$ cat config.mk
export PLATFORM = sky130hd
export DESIGN_NAME = multi_debouncer
export DESIGN_NICKNAME = d
export VERILOG_FILES = /design/src/rtl/debounce_pkg.sv /design/src/rtl/debounce_channel.sv /design/src/rtl/multi_debouncer.sv
export SDC_FILE = /design/constraint.sdc
export NUM_CORES = 1
export LEC_CHECK = 0
export BUFFER_PORTS_ARGS = -buffer_cell sky130_fd_sc_hd__buf_2
export CAP_MARGIN = 20
export CORE_MARGIN = 5
export CORE_UTILIZATION = 55
export DETAILED_ROUTE_END_ITERATION = 6
export PLACE_DENSITY = 0.75
export SKIP_LAST_GASP = 1
export SYNTH_ARGS = -nofsm -noshare
export SYNTH_HDL_FRONTEND = slang
export SYNTH_SLANG_ARGS = --single-unit
export TNS_END_PERCENT = 100
$ cat constraint.sdc
create_clock -name clk_in -period 2.9 [get_ports clk_in]
set_input_delay 0.58 -clock clk_in [delete_from_list [all_inputs] [get_ports clk_in]]
set_output_delay 0.58 -clock clk_in [all_outputs]
set_load 0.05 [all_outputs]
$ cat src/rtl/debounce_pkg.sv
// rtl/debounce_pkg.sv - shared timing helpers for the multi-channel debouncer
package debounce_pkg;

  localparam int REPEAT_TIME_MS = 100;

  // Ceiling of ms * 1e6 / clk_period_ns; 64-bit intermediate keeps long hold times exact.
  function automatic int ms_to_cycles(input int ms, input int clk_period_ns);
    longint num;
    num = longint'(ms) * 64'sd1000000 + longint'(clk_period_ns) - 64'sd1;
    return int'(num / longint'(clk_period_ns));
  endfunction

  function automatic int cnt_width(input int n);
    return (n <= 1) ? 1 : $clog2(n + 1);
  endfunction

endpackage

$ cat src/rtl/debounce_channel.sv
// rtl/debounce_channel.sv - one input channel: synchroniser, stability counter, edge and hold strobes
module debounce_channel
  import debounce_pkg::*;
#(
  parameter int SYNC_STAGES     = 2,
  parameter int DEBOUNCE_CYCLES = 8,
  parameter int HOLD_CYCLES     = 20,
  parameter bit AUTO_REPEAT     = 1'b0,
  parameter int REPEAT_CYCLES   = 5
) (
  input  logic clk_in,
  input  logic rst_in,
  input  logic dirty_in,
  output logic clean_out,
  output logic rise_out,
  output logic fall_out,
  output logic hold_out
);

  localparam int HOLD_MAX = AUTO_REPEAT ? HOLD_CYCLES + REPEAT_CYCLES - 1 : HOLD_CYCLES;
  localparam int DW       = cnt_width(DEBOUNCE_CYCLES - 1);
  localparam int HW       = cnt_width(HOLD_MAX);

  localparam logic [DW-1:0] DB_LAST    = DW'(DEBOUNCE_CYCLES - 1);
  localparam logic [HW-1:0] HOLD_FIRST = HW'(HOLD_CYCLES - 1);
  localparam logic [HW-1:0] HOLD_AT    = HW'(HOLD_CYCLES);
  localparam logic [HW-1:0] REP_LAST   = HW'(HOLD_MAX);

  logic [SYNC_STAGES-1:0] sync_q;
  logic                   s_prev_q;
  logic [DW-1:0]          db_cnt_q;
  logic [HW-1:0]          hold_cnt_q;
  logic                   clean_q, rise_q, fall_q, hold_q;
  logic                   s, settle, rise_d, fall_d;

  assign s      = sync_q[SYNC_STAGES-1];
  assign settle = (s == s_prev_q) && (db_cnt_q == DB_LAST);
  assign rise_d = settle && s && !clean_q;
  assign fall_d = settle && !s && clean_q;

  always_ff @(posedge clk_in) begin
    if (rst_in) begin
      sync_q     <= '0;
      s_prev_q   <= 1'b0;
      db_cnt_q   <= '0;
      hold_cnt_q <= '0;
      clean_q    <= 1'b0;
      rise_q     <= 1'b0;
      fall_q     <= 1'b0;
      hold_q     <= 1'b0;
    end else begin
      sync_q   <= {sync_q[SYNC_STAGES-2:0], dirty_in};
      s_prev_q <= s;
      if (s != s_prev_q) begin
        db_cnt_q <= '0;
      end else if (db_cnt_q != DB_LAST) begin
        db_cnt_q <= db_cnt_q + 1'b1;
      end
      if (settle) begin
        clean_q <= s;
      end
      rise_q <= rise_d;
      fall_q <= fall_d;

      // Repeat phase cycles HOLD_AT..REP_LAST; a release on the boundary suppresses the strobe.
      hold_q <= 1'b0;
      if (!clean_q || fall_d) begin
        hold_cnt_q <= '0;
      end else if (hold_cnt_q == HOLD_FIRST || (AUTO_REPEAT && hold_cnt_q == REP_LAST)) begin
        hold_cnt_q <= HOLD_AT;
        hold_q     <= 1'b1;
      end else if (AUTO_REPEAT || hold_cnt_q != HOLD_AT) begin
        hold_cnt_q <= hold_cnt_q + 1'b1;
      end
    end
  end

  assign clean_out = clean_q;
  assign rise_out  = rise_q;
  assign fall_out  = fall_q;
  assign hold_out  = hold_q;

endmodule

$ cat src/rtl/multi_debouncer.sv
// rtl/multi_debouncer.sv - NUM_CH independent debounce channels with edge and long-press strobes
module multi_debouncer
  import debounce_pkg::*;
#(
  parameter int NUM_CH           = 4,
  parameter int CLK_PERIOD_NS    = 10,
  parameter int DEBOUNCE_TIME_MS = 5,
  parameter int DEBOUNCE_CYCLES  = ms_to_cycles(DEBOUNCE_TIME_MS, CLK_PERIOD_NS),
  parameter int SYNC_STAGES      = 2,
  parameter int HOLD_TIME_MS     = 1000,
  parameter int HOLD_CYCLES      = ms_to_cycles(HOLD_TIME_MS, CLK_PERIOD_NS),
  parameter bit AUTO_REPEAT      = 1'b0,
  parameter int REPEAT_CYCLES    = ms_to_cycles(REPEAT_TIME_MS, CLK_PERIOD_NS)
) (
  input  logic              clk_in,
  input  logic              rst_in,
  input  logic [NUM_CH-1:0] dirty_in,
  output logic [NUM_CH-1:0] clean_out,
  output logic [NUM_CH-1:0] rise_out,
  output logic [NUM_CH-1:0] fall_out,
  output logic [NUM_CH-1:0] hold_out
);

  for (genvar i = 0; i < NUM_CH; i++) begin : g_ch
    debounce_channel #(
      .SYNC_STAGES    (SYNC_STAGES),
      .DEBOUNCE_CYCLES(DEBOUNCE_CYCLES),
      .HOLD_CYCLES    (HOLD_CYCLES),
      .AUTO_REPEAT    (AUTO_REPEAT),
      .REPEAT_CYCLES  (REPEAT_CYCLES)
    ) u_ch (
      .clk_in   (clk_in),
      .rst_in   (rst_in),
      .dirty_in (dirty_in[i]),
      .clean_out(clean_out[i]),
      .rise_out (rise_out[i]),
      .fall_out (fall_out[i]),
      .hold_out (hold_out[i])
    );
  end

endmodule

# Word-level counts from Yosys, hierarchy flattened
# Cells that the tools add are included.
# word_totals
rom_bits	0
latchBits	0
regBits	212
out_inout_bits	16
in_bits	6
n_memories	0
ram_bits	0
# op_classes
muxes	12
bitwise	0
eq_ne	24
shift	0
magnitude_cmp	0
n_mul	0
addsub	8
n_reduce_logical	48
div_mod_pow	0
# ops
op	n
27-bit two-way mux	8
27-bit by 1-bit adder with 27-bit output (second input constant)	4
27-bit == test (second input constant)	4
27-bit != test (second input constant)	4
19-bit by 1-bit adder with 19-bit output (second input constant)	4
19-bit == test (second input constant)	4
19-bit != test (second input constant)	4
1-bit logical AND	20
2-bit OR reduction	8
3-bit OR reduction	4
1-bit zero test	8
2-bit nonzero test	4
1-bit == test	4
1-bit logical OR	4
1-bit two-way mux	4
1-bit != test	4

# Logic depth before layout (Yosys ltp)
# Gate-level depths: netlist (run 1).
# depth
word_depth	6
depth_mapped	10
mapped_depth_nobuf	7

# Cells and area by module
# From an unflattened synthesis (run 1), not the netlist that was laid out.
# unflattened
hier_cells	1127
area_unflattened_um2	9638.0
# modules_own_cells
module	cells_per_inst	seq_area_each_um2	n_inst	area_each_um2
debounce_channel (g_ch[0].u_ch ...)	286	1061.0	3	2424.8
debounce_channel (g_ch[1].u_ch)	269	1061.0	1	2363.5

# Worst setup path after synthesis (run 1)
# No wires, ideal clock.
# synth_timing
path_type	reg-to-reg
startpoint	register g_ch[3].u_ch.db_cnt_q[0]
endpoint	register g_ch[3].u_ch.hold_cnt_q[0]
path_buffers	4
required_time_ps	2836
arrival_ps	1885
setup_ps	64
path_stages_with_launch	11
path_slack_ps	951
cell_sequence	dfxtp_1 ha_1 and3_1 buf_6 and3_1 clkbuf_1 a31o_2 buf_6 a21o_2 buf_6 nor2_1
# synth_via
elab_chain_cells	6
# synth_lines
element	line_no	source
start, declared	debounce_channel.sv:31	logic [DW-1:0] db_cnt_q;
start signal, assigned	debounce_channel.sv:57	db_cnt_q <= db_cnt_q + 1'b1;
19-bit == test	debounce_channel.sv:37	assign settle = (s == s_prev_q) && (db_cnt_q == DB_LAST);
1-bit logical AND	debounce_channel.sv:37	
1-bit logical AND (2 in series)	debounce_channel.sv:39	assign fall_d = settle && !s && clean_q;
1-bit logical OR	debounce_channel.sv:67	if (!clean_q || fall_d) begin
3-bit OR reduction (no source line)	n/a	
end signal, assigned	debounce_channel.sv:73	hold_cnt_q <= hold_cnt_q + 1'b1;
end, declared	debounce_channel.sv:32	logic [HW-1:0] hold_cnt_q;
# No other way between the ends.
# A chain may end at the register's enable or synchronous reset.

# Final worst setup path (run 1)
# layout_timing
startpoint	register g_ch[2].u_ch.db_cnt_q[0]
endpoint	register g_ch[2].u_ch.hold_cnt_q[1]
# layout_via
elab_chain_cells	6
# layout_lines
element	line_no
start, declared	debounce_channel.sv:31
start signal, assigned	debounce_channel.sv:57
19-bit == test	debounce_channel.sv:37
1-bit logical AND	debounce_channel.sv:37
1-bit logical AND (2 in series)	debounce_channel.sv:39
1-bit logical OR	debounce_channel.sv:67
3-bit OR reduction (no source line)	n/a
end signal, assigned	debounce_channel.sv:73
end, declared	debounce_channel.sv:32
# No other way between the ends.

==> reports/qor.txt, run 1 <==
Layout cells sized above 1 - 0.0791
Max Freq - 0.443 GHz
CP Capture Type - register
WP data required - 3.28 ns
Clock-pin slew on the worst setup and hold paths - 0.06 ns
Row Count - 48
Pre-antenna DRT Iters - 4
Detailed placement HPWL - 12200 microns
Post-synthesis async set-or-reset flop share - 0
Yosys reg bits - 212
Clk root buf - clkbuf_16
Die H - 143 microns
CTS Buffer Depth - 3
Placeable Area - 17300 sq um
Synth area leaders - dfxtp_1 44%, xor2_1 8.7%, nor2_1 7.9%
Crit Path Category - reg -> reg
Mapped Area - 9720 sq um
Num CTS Buffers - 22
Starting Density - 0.562
GPL Wtd Cong - 0.821
Area Overhead vs Synth - 9.05%
CP startpoint kind - register
Detail Route Antenna Nets - 0
Die width - 143 microns
CTS sink cnt - 212
Final period util - 0.778
Minimum clock period - 2.26 ns
Most used flip-flop cell after synthesis - dfxtp_1
# H-tree levels - 1
Post-synth EDFFs - 0
Synth top area share - 0.437
Yosys warns - 0
Max Cap Violations - 0
Total Power Consumption - 5.76 mW
Fin. Hold Viols - 0
Largest net degree at the start of global routing - 26
Initial antenna violation count - 0
DRC marker count from the first detailed-route iteration - 322
Worst slew pin tran - 0.763 ns
Fin Clk Skew - 0.0170 ns
TNS Setup - 0 ns
Post-layout util - 0.613
Total grt overflow - 0
Hold buffers post-CTS - 0
Most frequent cells in the layout - 212 x dfxtp_1, 204 x nor2_1, 97 x xor2_1, 71 x nand2_1, 69 x nand3_1
Ant diodes - 0
Post-synthesis sequential area ratio - 0.437
Post CTS Setup Buffer Count - 0
Largest area contributor in the netlist - dfxtp_1
Num ports - 22
Worst hold path type - in -> reg
GR Util All Layers - 0.174
CTS tree - built
Total wire length - 18100 microns
Fillers - 1547
Final max-slew violation count - 0
Cell variety after synth - 54
First-pass GRT wire length - 31100 microns
Drt drc - 0
Critical path peak fanout - 16
Unrepaired setup endpoints after global routing - no
Slew HR - 0.487
DR WL/cell - 13.3 microns
Die ar. - 20400 sq um
Status - finished clean
Syn avg cell area - 8.70 sq um
Vias in the first global route - 7094
Vias - 7537
P_leak - 3.56 nW
DR vias/cell - 5.53
Post-CTS sizing - 0
Worst vdd ir - 0.498 mV
Most common cell after layout, fill and taps aside - dfxtp_1
Layout net count - 1142
Port bufs - 21
Synthesized net count - 1135
Setup Viol. Count Final - 0
PwrDens - 544 nW/um^2
Crit path arrival time - 2.63 ns
Clk_lat worst skew - 0.51 ns
Mapped Cells - 1117
[cells in the mapped netlist (2+ instances only)]
library cell / number
nor4b_1: 10
o21bai_1: 5
o21ai_0: 17
nor3_1: 24
buf_2: 6
a21o_1: 2
buf_4: 18
nand2b_1: 10
or2_2: 6
nand2_1: 71
mux2i_1: 8
and4_1: 22
or3b_2: 4
nor4_2: 4
inv_1: 20
a31oi_1: 4
and2_1: 7
o2111ai_1: 2
dfxtp_1: 212
nand4_1: 52
or4_1: 4
nor4_1: 26
and3_1: 37
or3_1: 12
xor2_1: 97
o21ai_2: 2
and4b_1: 2
nor3b_1: 2
a21oi_1: 25
nor2_1: 204
nand4_2: 2
clkbuf_1: 18
nand3_1: 69
nor4bb_1: 3
buf_6: 3
nand4b_1: 4
or4b_2: 2
xnor2_1: 57
nor2b_1: 18
ha_1: 12
[cells by family (layout without fill, tap and decap cells)]
logic type	after synthesis	count (layout)	share of synthesized area
AO/OA/AOI/OAI	62	62	0.0386
XOR/XNOR	154	154	0.139
adder cells (fa/ha/maj)	12	12	0.0154
buffers and inverters	66	87	0.0355
flip-flops	212	212	0.437
multiplexers	9	9	0.00940
AND/OR/NAND/NOR	602	602	0.326
[per-stage QoR]
stage                     hold WS, ns  std cells  instance area, sq um  setup slack (ns)
final                           0.277       1363                 10600             0.643
after floorplan                 0.414       1117                  9720             0.951
after CTS                       0.262       1363                 10600             0.636
after detailed placement        0.448       1325                  9900             0.677
after global routing            0.273       1363                 10600             0.449
after global placement          0.420       1325                  9900             0.756
[path summary, 6_finish.rpt]
path / from / endpoint / slack (ns) / depth (start not counted)
worst min-delay path: dirty_in[3] / g_ch[3].u_ch.sync_q[0]$_SDFF_PP0_ / 0.28 / 2
worst max-delay path: g_ch[2].u_ch.db_cnt_q[0]$_SDFFE_PP0P_ / g_ch[2].u_ch.hold_cnt_q[1]$_SDFFE_PP0P_ / 0.64 / 7
worst max register to register: g_ch[2].u_ch.db_cnt_q[0]$_SDFFE_PP0P_ / g_ch[2].u_ch.hold_cnt_q[1]$_SDFFE_PP0P_ / 0.64 / 7
worst min register to register: g_ch[0].u_ch.sync_q[0]$_SDFF_PP0_ / g_ch[0].u_ch.sync_q[1]$_SDFF_PP0_ / 0.46 / 1
[layer usage]
metal  part of all wire  wire length [microns]  up-vias  track usage
met4              0.015                    277        0       0.0440
met2               0.47                   8410      122        0.292
met1               0.48                   8740     3527        0.237
met5                  0                      0        -            0
met3              0.035                    628       23       0.0265
li1                   -                      -     3865            -
[report_power, final]
| group | internal [mW] | switching [mW] |
|---|---|---|
| Clock | 1.63 | 1.11 |
| Sequential | 2.93 | 0.0199 |
| Combinational | 0.0276 | 0.0464 |
[sequential cells by signal, summed over array words and instances (netlist names)]
signal and flops:
g_ch.u_ch.hold_cnt_q 108, g_ch.u_ch.db_cnt_q 76, g_ch.u_ch.sync_q 8, g_ch.u_ch.clean_out 4, g_ch.u_ch.fall_out 4, g_ch.u_ch.hold_out 4, g_ch.u_ch.rise_out 4, g_ch.u_ch.s_prev_q 4
[final cells by class]
type	count	area (sq um)	share of cell area
multi-input cells	839	5130	0.484
clock inverters	9	106	0.0100
inverters	20	75.1	0.00708
flip-flops and latches	212	4240	0.400
clock buffers	29	597	0.0563
well taps	225	282	0.0266
repair buffers	29	165	0.0156
[worst max-delay path, stage by stage (launching register included)]
cell,delay [ns]
dfxtp_1,0.38
ha_1,0.27
nand4_1,0.25
or3_1,0.39
o21ai_2,0.11
buf_4,0.21
nand2b_1,0.41
nor2_1,0.10
(Power assumes the default switching activity.)
==> inputs of run 2 (changes only) <==
Settings changed: ABC_AREA set to 1, PLACE_DENSITY 0.75 to 0.78.
Clock period 2.9 ns to 2.05 ns, I/O delays scaled along.
==> reports/qor.txt, run 2 <==
Synth area leaders - dfxtp_1 37%, nand2_1 15%, nor2_1 12%
WHS - 0.0903 ns (-0.186 ns)
GPL Wtd Cong - 0.909 (+11%)
Post-synthesis async set-or-reset flop share - 0 (unchanged)
Fin Clk Skew - 0.00706 ns (-0.00992 ns)
Worst hold path type - in -> reg
Yosys reg bits - 212 (unchanged)
Mux cell area share after synthesis - 0 (-0.00940)
Crit path arrival time - 2.16 ns (-0.47 ns)
GR Util All Layers - 0.207 (+0.0330)
First-pass GRT wire length - 43100 microns (+39%)
Mapped Cells - 1769 (+58%)
CP startpoint kind - register
DRC marker count from the first detailed-route iteration - 517 (+61%)
Clk_lat worst skew - 0.52 ns (about the same)
Starting Density - 0.553 (-0.00913)
Most used flip-flop cell after synthesis - dfxtp_1
Fin. Hold Viols - 0 (unchanged)
Die H - 155 microns (+8.2%)
Most flop-heavy register - g_ch.u_ch.hold_cnt_q
Num ports - 22 (unchanged)
Clock-pin slew on the worst setup and hold paths - 0.06 ns (about the same)
P_leak - 4.46 nW (+26%)
Area occupied by multi-input gates - 6140 sq um (+20%)
Slew HR - 0.706 (+0.219)
Placeable Area - 20800 sq um (+20%)
Minimum clock period - 1.77 ns (-0.487 ns)
Hold buffers post-CTS - 0 (unchanged)
Ant diodes - 0 (unchanged)
# H-tree levels - 1 (unchanged)
CP startpoint - g_ch[2].u_ch.hold_cnt_q[0]$_SDFFE_PP0P_
Largest area contributor in the netlist - dfxtp_1
Die width - 155 microns (+8.2%)
Synthesized net count - 1787 (+57%)
Synth top area share - 0.369 (-0.0679)
Cell variety after synth - 36 (-33%)
Adder-cell share of the synthesized area - 0.0130 (-0.00240)
Most common cell after layout, fill and taps aside - nand2_1
Worst Min Path Start - dirty_in[3]
Commonest cells post-synth - 468 x nand2_1, 367 x nor2_1, 233 x inv_1
Metal3 WL - 1080 microns (+72%)
Fillers - 1910 (+23%)
XOR/XNOR Fraction of Synth Area - 0.0654 (-0.0733)
WP data required - 2.44 ns (-0.84 ns)
Post CTS Setup Buffer Count - 0 (unchanged)
Layout cells sized above 1 - 0.0785 (-0.000590)
Vias - 10400 (+37%)
Total Power Consumption - 8.90 mW (+54%)
Layout net count - 1810 (+58%)
Unrepaired setup endpoints after global routing - no
Total wire length - 24700 microns (+37%)
Initial antenna violation count - 0 (unchanged)
Post-CTS sizing - 0 (unchanged)
Die ar. - 23900 sq um (+17%)
TNS Setup - 0 ns (unchanged)
Clk root buf - clkbuf_16
Detailed placement HPWL - 18400 microns (+51%)
Post-Synth Simple-Gate Area - 0.411 (+0.0855)
Vias in the first global route - 9854 (+39%)
Crit Path Category - reg -> reg
Post-synth EDFFs - 0 (unchanged)
Most frequent cells in the layout - 468 x nand2_1, 367 x nor2_1, 233 x inv_1, 212 x dfxtp_1, 91 x nand3_1
Max Cap Violations - 0 (unchanged)
Syn avg cell area - 6.51 sq um (-25%)
Area Overhead vs Synth - 9.86%
Largest net degree at the start of global routing - 16 (-38%)
Final period util - 0.864 (+0.0854)
CP Capture Type - register
Worst vdd ir - 0.460 mV (-7.8%)
Register area - 4240 sq um (unchanged)
Worst slew pin tran - 0.437 ns (-0.326 ns)
Row Count - 53 (+10%)
Drt drc - 0 (unchanged)
DR vias/cell - 4.97 (-10%)
DR WL/cell - 11.9 microns (-10%)
Largest family of logic cells by synthesized area - simple AND/OR/NAND/NOR gates
Critical path peak fanout - 15 (-1)
Yosys warns - 0 (unchanged)
PwrDens - 704 nW/um^2 (+29%)
Status - finished clean
CTS tree - built
Top-count cell post-synth - nand2_1
RR Startpoint - g_ch[2].u_ch.hold_cnt_q[0]$_SDFFE_PP0P_
Port bufs - 21 (unchanged)
Routed wl met2 - 11500 microns (+36%)
WL met1 - 11600 microns (+33%)
DR top layer - met4
CTS sink cnt - 212 (unchanged)
Largest registers - g_ch.u_ch.hold_cnt_q: 108 flops, g_ch.u_ch.db_cnt_q: 76 flops, g_ch.u_ch.sync_q: 8 flops
Mapped Area - 11500 sq um (+18%)
Pre-antenna DRT Iters - 5 (+1)
CTS Buffer Depth - 3 (unchanged)
Largest register FFs - 108 (unchanged)
Total grt overflow - 0 (unchanged)
Detail Route Antenna Nets - 0 (unchanged)
Setup Viol. Count Final - 0 (unchanged)
Max Freq - 0.565 GHz (+27%)
Post-synthesis compound-gate area fraction - 0.0435 (+0.00486)
Post-synthesis sequential area ratio - 0.369 (-0.0679)
Num CTS Buffers - 24 (+9.1%)
Final max-slew violation count - 0 (unchanged)
## run 2: cell types whose count changed after synthesis, moves of 22 or more
cell,before,now
a21oi_1,25,71
and3_1,37,3
and4_1,22,0
inv_1,20,233
nand2_1,71,468
nand3_1,69,91
nor2_1,204,367
nor4_1,26,0
xnor2_1,57,27
xor2_1,97,59
## run 2: worst max-delay path, cell delays in order (launching register included)
cell      delay (ns)
dfxtp_1         0.45
ha_1            0.23
nand2_1         0.10
nor2_4          0.18
nand2_2         0.09
clkinv_1        0.10
nand3_2         0.09
nand3_2         0.31
nor2_1          0.09
## run 2: layer usage
layer  track usage  up-vias
li1              -     5500
met1         0.264     4609
met2         0.366      198
met3        0.0319       51
met4        0.0563        0
met5             0        -
## run 2: path summary, 6_finish.rpt
kind                                               to  slack [ns]  cells past startpoint
max          g_ch[2].u_ch.hold_cnt_q[19]$_SDFFE_PP0P_        0.28                      8
min                 g_ch[3].u_ch.sync_q[0]$_SDFF_PP0_        0.09                      3
min reg2reg         g_ch[1].u_ch.sync_q[1]$_SDFF_PP0_        0.41                      2
max reg2reg  g_ch[2].u_ch.hold_cnt_q[19]$_SDFFE_PP0P_        0.28                      8
## run 2: cells by family after synthesis
logic type	count (synthesis)
xor gates and xnor gates	86
DFF	212
and+or+nand+nor	1087
buffers and inverters	272
AOI/OAI and AO/OA	100
adders and majority gates	12
## run 2: layout make-up
type | count | area share
inverters | 239 | 0.0709
flip-flops and latches | 212 | 0.336
multi-input cells | 1285 | 0.485
clock buffers | 31 | 0.0536
clock inverters | 12 | 0.0138
repair buffers | 30 | 0.0137
well taps | 275 | 0.0272
## run 2: stage by stage
stage,setup WS [ns],utilization,instance area [sq um],std cells
after floorplan,0.490,-,11500,1769
after global placement,0.376,0.567,11800,2041
after detailed placement,0.289,0.567,11800,2041
after CTS,0.279,0.607,12600,2084
after global routing,0.113,0.607,12600,2084
final,0.279,0.607,12600,2084
## run 2: power breakdown
group | switching, mW | total [mW] | leakage, nW | internal, mW
registers | 0.0259 | 4.17 | 1.71 | 4.15
logic | 0.0907 | 0.143 | 2.35 | 0.0518
clock network | 1.74 | 4.58 | 0.406 | 2.84
total | 1.86 | 8.90 | 4.46 | 7.04
==> inputs of run 3 (changes only) <==
Settings changed: SYNTH_HIERARCHICAL set to 1.
==> reports/qor.txt, run 3 <==
Worst vdd ir - 0.732 mV (+59%)
Total grt overflow - 0 (unchanged)
Placed Cells - 2131 (+4.4%)
Post-synthesis async set-or-reset flop share - 0 (unchanged)
Crit-path leading delay family - simple AND/OR/NAND/NOR gates
Synth area leaders - dfxtp_1 35%, nand2_1 14%, nor2_1 12%
Layout cells sized above 1 - 0.0908 (+0.0123)
Unrepaired setup endpoints after global routing - no
Initial antenna violation count - 0 (unchanged)
Crit path cell chain - ha_1, nand3_2, nor2_2, nand3_2, nand2_2, nor2_1
CP max stage cell - dfxtp_1
Post CTS Setup Buffer Count - 0 (unchanged)
Met1 Resource Use GR - 0.272 (+0.00806)
Met3 GRT Util - 0.0289 (-0.00303)
Yosys reg bits - 212 (unchanged)
CTS tree - built
Met2 Use GR - 0.375 (+0.00846)
Final period util - 0.827 (-0.0372)
TNS Setup - 0 ns (unchanged)
Synthesized net count - 1857 (+3.9%)
Most common cell after layout, fill and taps aside - nand2_1
CTS sink cnt - 212 (unchanged)
WHS - 0.0865 ns (-0.00385 ns)
Slew HR - 0.663 (-0.0433)
P_leak - 4.69 nW (+5.1%)
Worst hold path type - in -> reg
Minimum clock period - 1.69 ns (-0.0763 ns)
Commonest cells post-synth - 448 x nand2_1, 381 x nor2_1, 266 x inv_1
Starting Density - 0.554 (+0.000650)
Net Switching - 1.86 mW (-0.27%)
Most flop-heavy register - g_ch.u_ch/hold_cnt_q
Max Cap Violations - 0 (unchanged)
Detailed placement HPWL - 19800 microns (+7.4%)
Status - finished clean
CP max stage delay - 0.39 ns (-0.06 ns)
Die ar. - 24800 sq um (+3.7%)
# H-tree levels - 1 (unchanged)
First-pass GRT wire length - 45600 microns (+5.8%)
Final max-slew violation count - 0 (unchanged)
Max Freq - 0.590 GHz (+4.5%)
Detail Route Antenna Nets - 0 (unchanged)
GR Util All Layers - 0.213 (+0.00524)
CP dominant cell by count - nand3_2
Clk_lat worst skew - 0.53 ns (about the same)
Largest register FFs - 108 (unchanged)
DRC marker count from the first detailed-route iteration - 633 (+22%)
Hold buffers post-CTS - 0 (unchanged)
PwrDens - 674 nW/um^2 (-4.2%)
Total wire length - 26200 microns (+5.9%)
Fillers - 1999 (+4.7%)
Fin. Hold Viols - 0 (unchanged)
Crit Path Category - reg -> reg
Synth top area share - 0.355 (-0.0140)
Syn avg cell area - 6.51 sq um (about the same)
Logic pwr share - 0.015 (about the same)
Area Overhead vs Synth - 10.3%
Worst slew pin tran - 0.505 ns (+0.0683 ns)
Yosys warns - 6 (+6)
Pre-antenna DRT Iters - 7 (+2)
Cell variety after synth - 36 (unchanged)
Ant diodes - 0 (unchanged)
Place WS - 0.325 ns (+0.0363 ns)
DR WL/cell - 12.0 microns (+1.5%)
Largest net degree at the start of global routing - 24 (+8)
Layout net count - 1895 (+4.7%)
Largest area contributor in the netlist - dfxtp_1
Most frequent cells in the layout - 448 x nand2_1, 381 x nor2_1, 266 x inv_1, 212 x dfxtp_1, 91 x nand3_1
Drt drc - 0 (unchanged)
Top-count cell post-synth - nand2_1
Num ports - 22 (unchanged)
Post-layout util - 0.611 (+0.00327)
CP startpoint kind - register
Post-synth EDFFs - 0 (unchanged)
WP data required - 2.44 ns (about the same)
GPL Wtd Cong - 0.928 (+2.0%)
Clock share of power - 0.515 (about the same)
Die H - 158 microns (+1.8%)
Vias in the first global route - 10500 (+6.6%)
Post-synthesis sequential area ratio - 0.355 (-0.0140)
Port bufs - 21 (unchanged)
Setup Viol. Count Final - 0 (unchanged)
Largest registers - g_ch.u_ch/hold_cnt_q: 108 flops, g_ch.u_ch/db_cnt_q: 76 flops, g_ch.u_ch/sync_q: 8 flops
Top Usage Layer GRT - met2
Most used flip-flop cell after synthesis - dfxtp_1
Min setup slack post-route - 0.355 ns (+0.0763 ns)
Switching portion of total power - 0.209 (-0.000514)
WP buf/inv - 0 (-1)
Post-CTS sizing - 0 (unchanged)
Seq pwr share - 0.470 (about the same)
DR vias/cell - 5.10 (+2.7%)
Row Count - 54 (+1.9%)
Clock-pin slew on the worst setup and hold paths - 0.06 ns (about the same)
Vias - 11100 (+7.2%)
Die width - 158 microns (+1.8%)
Final Non-Filler Cells - 2175 (+4.4%)
Internal - 7.04 mW (about the same)
Fin Clk Skew - 0.0278 ns (+0.0207 ns)
Placeable Area - 21600 sq um (+3.8%)
Mapped Cells - 1839 (+4.0%)
Clk root buf - clkbuf_16
CP Capture Type - register
Critical path peak fanout - 13 (-2)
Mapped Area - 12000 sq um (+4.0%)
Crit path arrival time - 2.08 ns (-0.08 ns)
CTS Buffer Depth - 3 (unchanged)
Num CTS Buffers - 24 (unchanged)
[run 3: cells by family after synthesis]
logic type | after synthesis | share of synthesized area
compound gates | 144 | 0.0642
flops | 212 | 0.355
simple gates | 1110 | 0.418
fa+ha+maj | 12 | 0.0125
buf+inv | 287 | 0.0964
xor+xnor | 74 | 0.0541
[run 3: final cells by class]
class                      count  area, sq um  share of cell area
clock buffer                  32          681              0.0515
clock inverter                12          183              0.0138
inverter                     275         1050              0.0793
multi-input combinational   1340         6570               0.498
sequential                   212         4240               0.321
tap                          280          350              0.0265
timing repair buffer          24          128             0.00967
[run 3: path summary, 6_finish.rpt]
check / start / to / slack [ns] / cells after the start
hold / removal: dirty_in[2] / g_ch[2].u_ch/sync_q[0]$_SDFF_PP0_ / 0.09 / 3
setup / recovery: g_ch[2].u_ch/db_cnt_q[0]$_SDFFE_PP0P_ / g_ch[2].u_ch/hold_cnt_q[22]$_SDFFE_PP0P_ / 0.36 / 6
setup reg to reg: g_ch[2].u_ch/db_cnt_q[0]$_SDFFE_PP0P_ / g_ch[2].u_ch/hold_cnt_q[22]$_SDFFE_PP0P_ / 0.36 / 6
hold reg to reg: g_ch[3].u_ch/sync_q[0]$_SDFF_PP0_ / g_ch[3].u_ch/sync_q[1]$_SDFF_PP0_ / 0.40 / 2
[run 3: metrics by stage]
stage / instance area (sq um) / power [mW]
floorplan: 12000 / 4.36
global placement: 12300 / 4.40
detailed placement: 12300 / 4.41
CTS: 13200 / 9.02
global route: 13200 / 9.22
finish: 13200 / 8.90
[run 3: metal layers]
| metal | vias to the layer above | wire length (microns) |
|---|---|---|
| met5 | - | 0 |
| met2 | 224 | 12300 |
| met3 | 59 | 1030 |
| met1 | 5013 | 12100 |
| li1 | 5807 | - |
| met4 | 0 | 713 |
[run 3: power groups by stage]
stage / sequential, mW / clock, mW / combinational, mW
2_1_floorplan: 4.26 / 0 / 0.0924
3_3_place_gp: 4.27 / 0 / 0.130
3_5_place_dp: 4.27 / 0 / 0.134
4_1_cts: 4.18 / 4.70 / 0.135
5_1_grt: 4.18 / 4.88 / 0.154
6_report: 4.18 / 4.58 / 0.134
[run 3: worst register-to-register path, delay by kind of cell, from the launching register on]
kind          cells  cell delay (ns)
fa+ha+maj         1             0.26
flops             1             0.39
simple gates      5             0.92
